`config.mk`:
```
export PLATFORM = sky130hd
export DESIGN_NAME = fp16_add_normalize_flat
export DESIGN_NICKNAME = d
export VERILOG_FILES = /design/src/rtl/fp16_pkg.sv /design/src/rtl/fp16_add_normalize_if.sv /design/src/rtl/fp16_lzc11.sv /design/src/rtl/fp16_add_normalize.sv /design/src/flat_wrapper.sv
export SDC_FILE = /design/constraint.sdc
export NUM_CORES = 1
export LEC_CHECK = 0
export CORE_MARGIN = 10
export CORE_UTILIZATION = 30
export DETAILED_ROUTE_END_ITERATION = 10
export GPL_TIMING_DRIVEN = 0
export MAX_ROUTING_LAYER = met4
export PLACE_DENSITY = 0.53
export SLEW_MARGIN = 5
export SYNTH_ARGS = -nofsm -noshare
export SYNTH_HDL_FRONTEND = slang
export SYNTH_SLANG_ARGS = --single-unit
export TNS_END_PERCENT = 50
```
`constraint.sdc`:
```
create_clock -name clk -period 3.5 [get_ports clk]
set_input_delay 0.7 -clock clk [delete_from_list [all_inputs] [get_ports clk]]
set_output_delay 0.7 -clock clk [all_outputs]
set_load 0.005 [all_outputs]
```
`src/rtl/fp16_pkg.sv`:
```
// Shared widths, packed FP16 result type and stage-1 classification for the FP16 add normalizer.
package fp16_pkg;

  localparam int unsigned EXP_W    = 5;
  localparam int unsigned MAN_W    = 10;
  localparam int unsigned EXP_MAX  = 31;
  localparam int unsigned HIDDEN_W = MAN_W + 1;

  typedef struct packed {
    logic             sign;
    logic [EXP_W-1:0] exp;
    logic [MAN_W-1:0] frac;
  } fp16_t;

  typedef enum logic [1:0] {
    KIND_NORM,
    KIND_PASS,
    KIND_FLUSH,
    KIND_CANCEL
  } s1_kind_e;

endpackage

```
`src/rtl/fp16_add_normalize_if.sv`:
```
// Valid/ready bus between the exponent-alignment stage, the normalizer and its consumer.
interface fp16_add_normalize_if;
  import fp16_pkg::*;

  logic                     in_valid;
  logic                     in_ready;
  logic [EXP_W+MAN_W-1:0]   bigger;
  logic [HIDDEN_W-1:0]      aligned_small;
  logic                     eff_sub;
  logic                     sign_big;
  logic                     out_valid;
  logic                     out_ready;
  logic [EXP_W+MAN_W:0]     result;

  modport slave (
    input  in_valid, bigger, aligned_small, eff_sub, sign_big, out_ready,
    output in_ready, out_valid, result
  );

  modport master (
    output in_valid, bigger, aligned_small, eff_sub, sign_big, out_ready,
    input  in_ready, out_valid, result
  );

endinterface

```
`src/rtl/fp16_lzc11.sv`:
```
// Combinational leading-zero count of an 11-bit mantissa; all-zero input returns 11.
module fp16_lzc11 (
  input  logic [10:0] i_vec,
  output logic [3:0]  o_lz
);

  // Scanning upward lets the highest set bit win without a found flag.
  always_comb begin
    o_lz = 4'd11;
    for (int unsigned i = 0; i < 11; i++) begin
      if (i_vec[i]) o_lz = 4'(10 - i);
    end
  end

endmodule

```
`src/rtl/fp16_add_normalize.sv`:
```
// FP16 add/sub, normalize and pack in a 2-stage valid/ready pipeline.
// Optional status flags (ovf/unf/zero) are built when FP16_ADD_STATUS_FLAGS_EN is defined.
module fp16_add_normalize #(
  parameter int unsigned EXP_W = fp16_pkg::EXP_W,
  parameter int unsigned MAN_W = fp16_pkg::MAN_W
) (
  input  logic                  clk,
  input  logic                  rst_n,
  fp16_add_normalize_if.slave   s_if
`ifdef FP16_ADD_STATUS_FLAGS_EN
  ,
  output logic                  flag_ovf,
  output logic                  flag_unf,
  output logic                  flag_zero
`endif
);
  import fp16_pkg::fp16_t;
  import fp16_pkg::s1_kind_e;
  import fp16_pkg::KIND_NORM;
  import fp16_pkg::KIND_PASS;
  import fp16_pkg::KIND_FLUSH;
  import fp16_pkg::KIND_CANCEL;

  localparam int unsigned HID_W = MAN_W + 1;
  localparam int unsigned SUM_W = MAN_W + 2;
  localparam logic [EXP_W-1:0]        EXP_ALL1 = '1;
  localparam logic signed [EXP_W:0]   EXP_LIM  = $signed({1'b0, EXP_ALL1});
  localparam logic signed [EXP_W:0]   EXP_ZERO = '0;

  logic w_s1_adv, w_s2_adv;

  logic [EXP_W-1:0] w_in_exp;
  logic [MAN_W-1:0] w_in_frac;
  logic [HID_W-1:0] w_in_m;
  logic [SUM_W-1:0] w_sum;
  logic [HID_W-1:0] w_diff;
  s1_kind_e         w_kind;

  logic             r_s1_valid;
  s1_kind_e         r_s1_kind;
  logic             r_s1_sign;
  logic             r_s1_sub;
  logic [EXP_W-1:0] r_s1_exp;
  logic [MAN_W-1:0] r_s1_frac;
  logic [SUM_W-1:0] r_s1_arith;

  logic [3:0]              w_lz;
  logic [MAN_W-1:0]        w_mant;
  logic signed [EXP_W:0]   w_exp_adj;
  logic                    w_is_norm, w_ovf, w_unf;
  fp16_t                   w_pack;

  logic  r_s2_valid;
  fp16_t r_s2_result;

  assign w_s2_adv = !r_s2_valid || s_if.out_ready;
  assign w_s1_adv = !r_s1_valid || w_s2_adv;

  assign s_if.in_ready  = w_s1_adv;
  assign s_if.out_valid = r_s2_valid;
  assign s_if.result    = r_s2_result;

  // Stage 1: effective add/subtract and special-operand classification
  assign w_in_exp  = s_if.bigger[EXP_W+MAN_W-1 -: EXP_W];
  assign w_in_frac = s_if.bigger[MAN_W-1:0];
  assign w_in_m    = {1'b1, w_in_frac};
  assign w_sum     = {1'b0, w_in_m} + {1'b0, s_if.aligned_small};
  assign w_diff    = w_in_m - s_if.aligned_small;

  always_comb begin
    if (w_in_exp == EXP_ALL1)                    w_kind = KIND_PASS;
    else if (w_in_exp == '0)                     w_kind = KIND_FLUSH;
    else if (s_if.eff_sub && (w_diff == '0))     w_kind = KIND_CANCEL;
    else                                         w_kind = KIND_NORM;
  end

  always_ff @(posedge clk or negedge rst_n) begin
    if (!rst_n) begin
      r_s1_valid <= 1'b0;
      r_s1_kind  <= KIND_NORM;
      r_s1_sign  <= 1'b0;
      r_s1_sub   <= 1'b0;
      r_s1_exp   <= '0;
      r_s1_frac  <= '0;
      r_s1_arith <= '0;
    end else if (w_s1_adv) begin
      r_s1_valid <= s_if.in_valid;
      if (s_if.in_valid) begin
        r_s1_kind  <= w_kind;
        r_s1_sign  <= s_if.sign_big;
        r_s1_sub   <= s_if.eff_sub;
        r_s1_exp   <= w_in_exp;
        r_s1_frac  <= w_in_frac;
        r_s1_arith <= s_if.eff_sub ? {1'b0, w_diff} : w_sum;
      end
    end
  end

  // Stage 2: normalize, adjust exponent, resolve overflow/underflow and pack
  fp16_lzc11 u_lzc (
    .i_vec (r_s1_arith[HID_W-1:0]),
    .o_lz  (w_lz)
  );

  always_comb begin
    if (r_s1_sub) begin
      w_mant    = MAN_W'(r_s1_arith[HID_W-1:0] << w_lz);
      w_exp_adj = $signed({1'b0, r_s1_exp}) - $signed({{(EXP_W-3){1'b0}}, w_lz});
    end else if (r_s1_arith[SUM_W-1]) begin
      w_mant    = r_s1_arith[MAN_W:1];
      w_exp_adj = $signed({1'b0, r_s1_exp} + {{EXP_W{1'b0}}, 1'b1});
    end else begin
      w_mant    = r_s1_arith[MAN_W-1:0];
      w_exp_adj = $signed({1'b0, r_s1_exp});
    end
  end

  assign w_is_norm = (r_s1_kind == KIND_NORM);
  assign w_ovf     = w_is_norm && (w_exp_adj >= EXP_LIM);
  assign w_unf     = w_is_norm && !w_ovf && (w_exp_adj <= EXP_ZERO);

  always_comb begin
    w_pack = '0;
    case (r_s1_kind)
      KIND_PASS: begin
        w_pack.sign = r_s1_sign;
        w_pack.exp  = '1;
        w_pack.frac = r_s1_frac;
      end
      KIND_FLUSH:  w_pack.sign = r_s1_sign;
      KIND_CANCEL: w_pack = '0;
      KIND_NORM: begin
        w_pack.sign = r_s1_sign;
        if (w_ovf) begin
          w_pack.exp = '1;
        end else if (!w_unf) begin
          w_pack.exp  = w_exp_adj[EXP_W-1:0];
          w_pack.frac = w_mant;
        end
      end
    endcase
  end

  always_ff @(posedge clk or negedge rst_n) begin
    if (!rst_n) begin
      r_s2_valid  <= 1'b0;
      r_s2_result <= '0;
    end else if (w_s2_adv) begin
      r_s2_valid <= r_s1_valid;
      if (r_s1_valid) r_s2_result <= w_pack;
    end
  end

`ifdef FP16_ADD_STATUS_FLAGS_EN
  logic r_flag_ovf, r_flag_unf, r_flag_zero;

  // Flags are loaded alongside valid, so they read 0 whenever out_valid is 0.
  always_ff @(posedge clk or negedge rst_n) begin
    if (!rst_n) begin
      r_flag_ovf  <= 1'b0;
      r_flag_unf  <= 1'b0;
      r_flag_zero <= 1'b0;
    end else if (w_s2_adv) begin
      r_flag_ovf  <= r_s1_valid && w_ovf;
      r_flag_unf  <= r_s1_valid && w_unf;
      r_flag_zero <= r_s1_valid && (r_s1_kind == KIND_CANCEL);
    end
  end

  assign flag_ovf  = r_flag_ovf;
  assign flag_unf  = r_flag_unf;
  assign flag_zero = r_flag_zero;
`endif

endmodule

```
`src/flat_wrapper.sv`:
```
// flat-port wrapper written by rule: the top's interface ports become plain ports
module fp16_add_normalize_flat import fp16_pkg::fp16_t; import fp16_pkg::s1_kind_e; import fp16_pkg::KIND_NORM; import fp16_pkg::KIND_PASS; import fp16_pkg::KIND_FLUSH; import fp16_pkg::KIND_CANCEL;
#(
  parameter int unsigned EXP_W = fp16_pkg::EXP_W,
  parameter int unsigned MAN_W = fp16_pkg::MAN_W
)
  (clk, rst_n, s_if_in_valid, s_if_bigger, s_if_aligned_small, s_if_eff_sub, s_if_sign_big, s_if_out_ready, s_if_in_ready, s_if_out_valid, s_if_result);
  fp16_add_normalize_if s_if_i ();
  input  logic clk;
  input  logic rst_n;
  input wire logic [$bits(s_if_i.in_valid)-1:0] s_if_in_valid;
  input wire logic [$bits(s_if_i.bigger)-1:0] s_if_bigger;
  input wire logic [$bits(s_if_i.aligned_small)-1:0] s_if_aligned_small;
  input wire logic [$bits(s_if_i.eff_sub)-1:0] s_if_eff_sub;
  input wire logic [$bits(s_if_i.sign_big)-1:0] s_if_sign_big;
  input wire logic [$bits(s_if_i.out_ready)-1:0] s_if_out_ready;
  output wire logic [$bits(s_if_i.in_ready)-1:0] s_if_in_ready;
  output wire logic [$bits(s_if_i.out_valid)-1:0] s_if_out_valid;
  output wire logic [$bits(s_if_i.result)-1:0] s_if_result;
  assign s_if_i.in_valid = s_if_in_valid;
  assign s_if_i.bigger = s_if_bigger;
  assign s_if_i.aligned_small = s_if_aligned_small;
  assign s_if_i.eff_sub = s_if_eff_sub;
  assign s_if_i.sign_big = s_if_sign_big;
  assign s_if_i.out_ready = s_if_out_ready;
  assign s_if_in_ready = s_if_i.in_ready;
  assign s_if_out_valid = s_if_i.out_valid;
  assign s_if_result = s_if_i.result;
  fp16_add_normalize #(.EXP_W(EXP_W), .MAN_W(MAN_W)) u_core (.clk(clk), .rst_n(rst_n), .s_if(s_if_i));
endmodule
```
==> reports/metrics.yaml <==
outcome: "complete, no violations"
io_buffers: 48
stdcell_count: 686
coreArea_sq_mm: 0.0127
syn_avg_cell_area_sq_um: 8.74
antenna_found_initial: 0
fillCellCount: 1357
grt_max_degree: 27
num_rows: 41
synth.largest_area_cell: "dfrtp_1"
grt.total_usage_pct: 12.9
worstMarginPinSlew_ns: 0.672
relSlewSlack_pct: 55.2
ant_nets: 0
reg2reg_depth: 14
place_congestion: 0.851
endpoint_kind: "flop"
crit_arrival_ns: 3.57
p_int_mw: 1.57
tritoncts: "yes"
rsz0062_at_grt: "true"
vias: 3554
drtIter0Drc: 237
synth_top_area_share_pct: 31.2
die_area_sq_mm: 0.0181
period_minus_slack_ns: 3.36
crit_required_ns: 3.71
path_clk_slew_ns: 0.08
routed_wl_mm: 11.4
synth.most_common_cell: "dfrtp_1"
powerDensity_mw_per_mm2: 522
placed_area_sq_mm: 0.00464
irDropWorstVdd_uv: 289
antenna_cells: 0
grt_pass1_wl_mm: 18.7
htreeDepth: 2
ios: 50
worstSkewPairLatency_ns: 0.29
synth_async_sr_flop_share_pct: 100
synth-seq-area-share_pct: 31.2
crit_type: "in2reg"
r2r-start: "u_core.r_s1_arith[4]"
drt-wirelength-per-cell_microns: 16.6
finalHoldViolCount: 0
critPathLaunchType: "primary input"
final_area_sq_mm: 0.00501
power_switching_mw: 1.05
clkPwrFrac_pct: 19.4
ys_top_cells_by_count: "49 x dfrtp_1, 39 x nand2_1, 37 x o21ai_0"
nNetsFinal: 573
swShare_pct: 39.9
power_frac_comb_pct: 49.7
placedCellCount: 670
drc: 0
dp_hpwl_mm: 8.86
synth_nets: 509
worstPathMaxFanout: 3
area_delta_synth_final_pct: 27.8
min_path_type: "in2async"
max_cap_viol_count: 0
cts_inserted_buffers: 5
yosys_warnings: 0
synth_seq_cells: 49
holdBufCountCts: 0
drive_above_1_share_pct: 19.1
synth-main-ff-cell: "dfrtp_1"
cts-root-buf: "clkbuf_16"
die_y_microns: 134
final-setup-viol-count: 0
synth_top_cells_by_area: "dfrtp_1 31%, ha_1 8.0%, mux2_2 6.0%, o21ai_0 4.7%, a21oi_1 4.6%"
start_util_pct: 30.9
ys_types: 65
vias_per_cell: 5.18
drv_slew: 0
grt_pass1_vias: 3531
synth_edf_count: 0
die_x_microns: 134
synthCells: 449
clockBufferDepth: 2
synth_area_sq_mm: 0.00393
fmax_ghz: 0.298
grt-ovfl-total: 0
p_leak_nw: 2.09
dr.pass1.iters: 4
fin_crit_sh_pct: 95.9
finClkSkew_ns: 0.00795
clock-sinks: 49
r2r_end: "u_core.s_if.result[9]"
power_frac_seq_pct: 30.9
rrSetupSlack_ns: 0.15
==> worst max-delay path: stages <==
cell and delay [ns]:
clkdlybuf4s50_1 0.48, inv_1 0.06, ha_1 0.21, fa_2 0.39, nor2b_4 0.15, o2111ai_2 0.15
nand3b_2 0.14, xor2_1 0.07, or4_4 0.55, nor4_4 0.28, nand3_1 0.15, a211oi_2 0.23
==> cells in the final DEF, fill, tap and decap left out, types with 3 or more instances in the layout <==
cell,count
clkdlybuf4s50_1,47
o21ai_1,5
a221oi_2,4
buf_4,11
dfrtp_1,43
a31oi_1,7
o22ai_1,5
nand2_1,39
inv_1,25
ha_1,24
dfrtp_2,6
o31a_1,3
nor2b_1,4
nor3_1,10
clkbuf_1,13
nor2_1,25
mux2i_1,17
a21oi_1,33
nor2_2,3
xor2_1,15
nand3_1,5
a21oi_2,4
o21ai_0,34
o31ai_1,6
buf_2,7
xnor2_1,8
mux2_2,21
nand2b_1,8
nand4_1,4
clkbuf_16,5
a21o_1,8
==> cell families after synthesis <==
| family | synth area share, % |
|---|---|
| AOI/OAI and AO/OA | 22.2 |
| and+or+nand+nor | 15.5 |
| xor gates and xnor gates | 5.36 |
| muxes | 10.4 |
| DFF | 31.2 |
| buffers and inverters | 5.87 |
| adders and majority gates | 9.50 |
==> state kept, by name, indices dropped and copies added (netlist names) <==
| name | flops |
|---|---|
| u_core.r_s1_arith | 12 |
| u_core.r_s1_exp | 5 |
| u_core.r_s1_frac | 10 |
| u_core.r_s1_kind | 2 |
| u_core.r_s1_sign | 1 |
| u_core.r_s1_sub | 1 |
| u_core.r_s1_valid | 1 |
| u_core.s_if.out_valid | 1 |
| u_core.s_if.result | 16 |
==> per-stage QoR <==
stage / util (%) / hold slack [ns] / setup TNS (ns) / setup slack, ns / total power, mW
6_report: 39.4 / 0.410 / 0 / 0.144 / 2.62
5_1_grt: 39.4 / 0.452 / -0.250 / -0.0651 / 2.81
4_1_cts: 38.4 / 0.432 / 0 / 0.0108 / 2.55
3_5_place_dp: 36.4 / 0.466 / -5.67 / -0.638 / 1.97
3_3_place_gp: 36.3 / 0.456 / -5.80 / -0.643 / 1.97
2_1_floorplan: - / 0.404 / 0 / 0.121 / 1.53
==> power groups by stage <==
stage                     sequential, mW  clock (mW)  combinational, mW
after CTS                          0.797       0.522               1.23
after floorplan                    0.772           0              0.759
final                              0.809       0.509               1.30
after detailed placement           0.795           0               1.17
after global placement             0.796           0               1.17
after global routing               0.828       0.547               1.44
==> worst max-delay path by stage <==
stage                          from                     to  slack [ns]  depth (start not counted)
5_1_grt        u_core.r_s1_arith[4]  u_core.s_if.result[3]       -0.07                         15
2_1_floorplan  u_core.r_s1_arith[4]  u_core.s_if.result[8]        0.12                         15
3_5_place_dp   u_core.r_s1_arith[3]  u_core.s_if.result[8]       -0.64                         14
4_1_cts        u_core.r_s1_arith[0]  u_core.s_if.result[3]        0.01                         15
3_3_place_gp   u_core.r_s1_arith[3]  u_core.s_if.result[8]       -0.64                         14
6_report             s_if_bigger[0]    u_core.r_s1_kind[0]        0.14                         12
==> metal layers <==
layer  wire (microns)  vias up  global-route usage (%)
met5                0        -                       -
met1             5360     1697                    17.6
met3              478       19                    1.27
met4              241        0                    3.33
li1                 -     1737                       -
met2             5330      101                    20.1
==> repair_timing <==
item / CTS / global route
endpoints found under the hold margin: 0 / 0
endpoints found under the setup margin: 12 / 14
pin swaps: 4 / 14
resized for setup: 14 / 27
buffers inserted: 7 / 6
cloned: 1 / 0
==> layout make-up <==
type,count,area [sq um],share of cell area [%]
plain buffers,24,114,2.27
repair buffers,60,578,11.5
clock inverters,3,28.8,0.574
well taps,172,215,4.29
clock buffers,5,125,2.50
flip-flops and latches,49,1230,24.6
multi-input cells,346,2620,52.2
inverters,27,103,2.05
No activity file was read; power rests on OpenSTA's default activity.
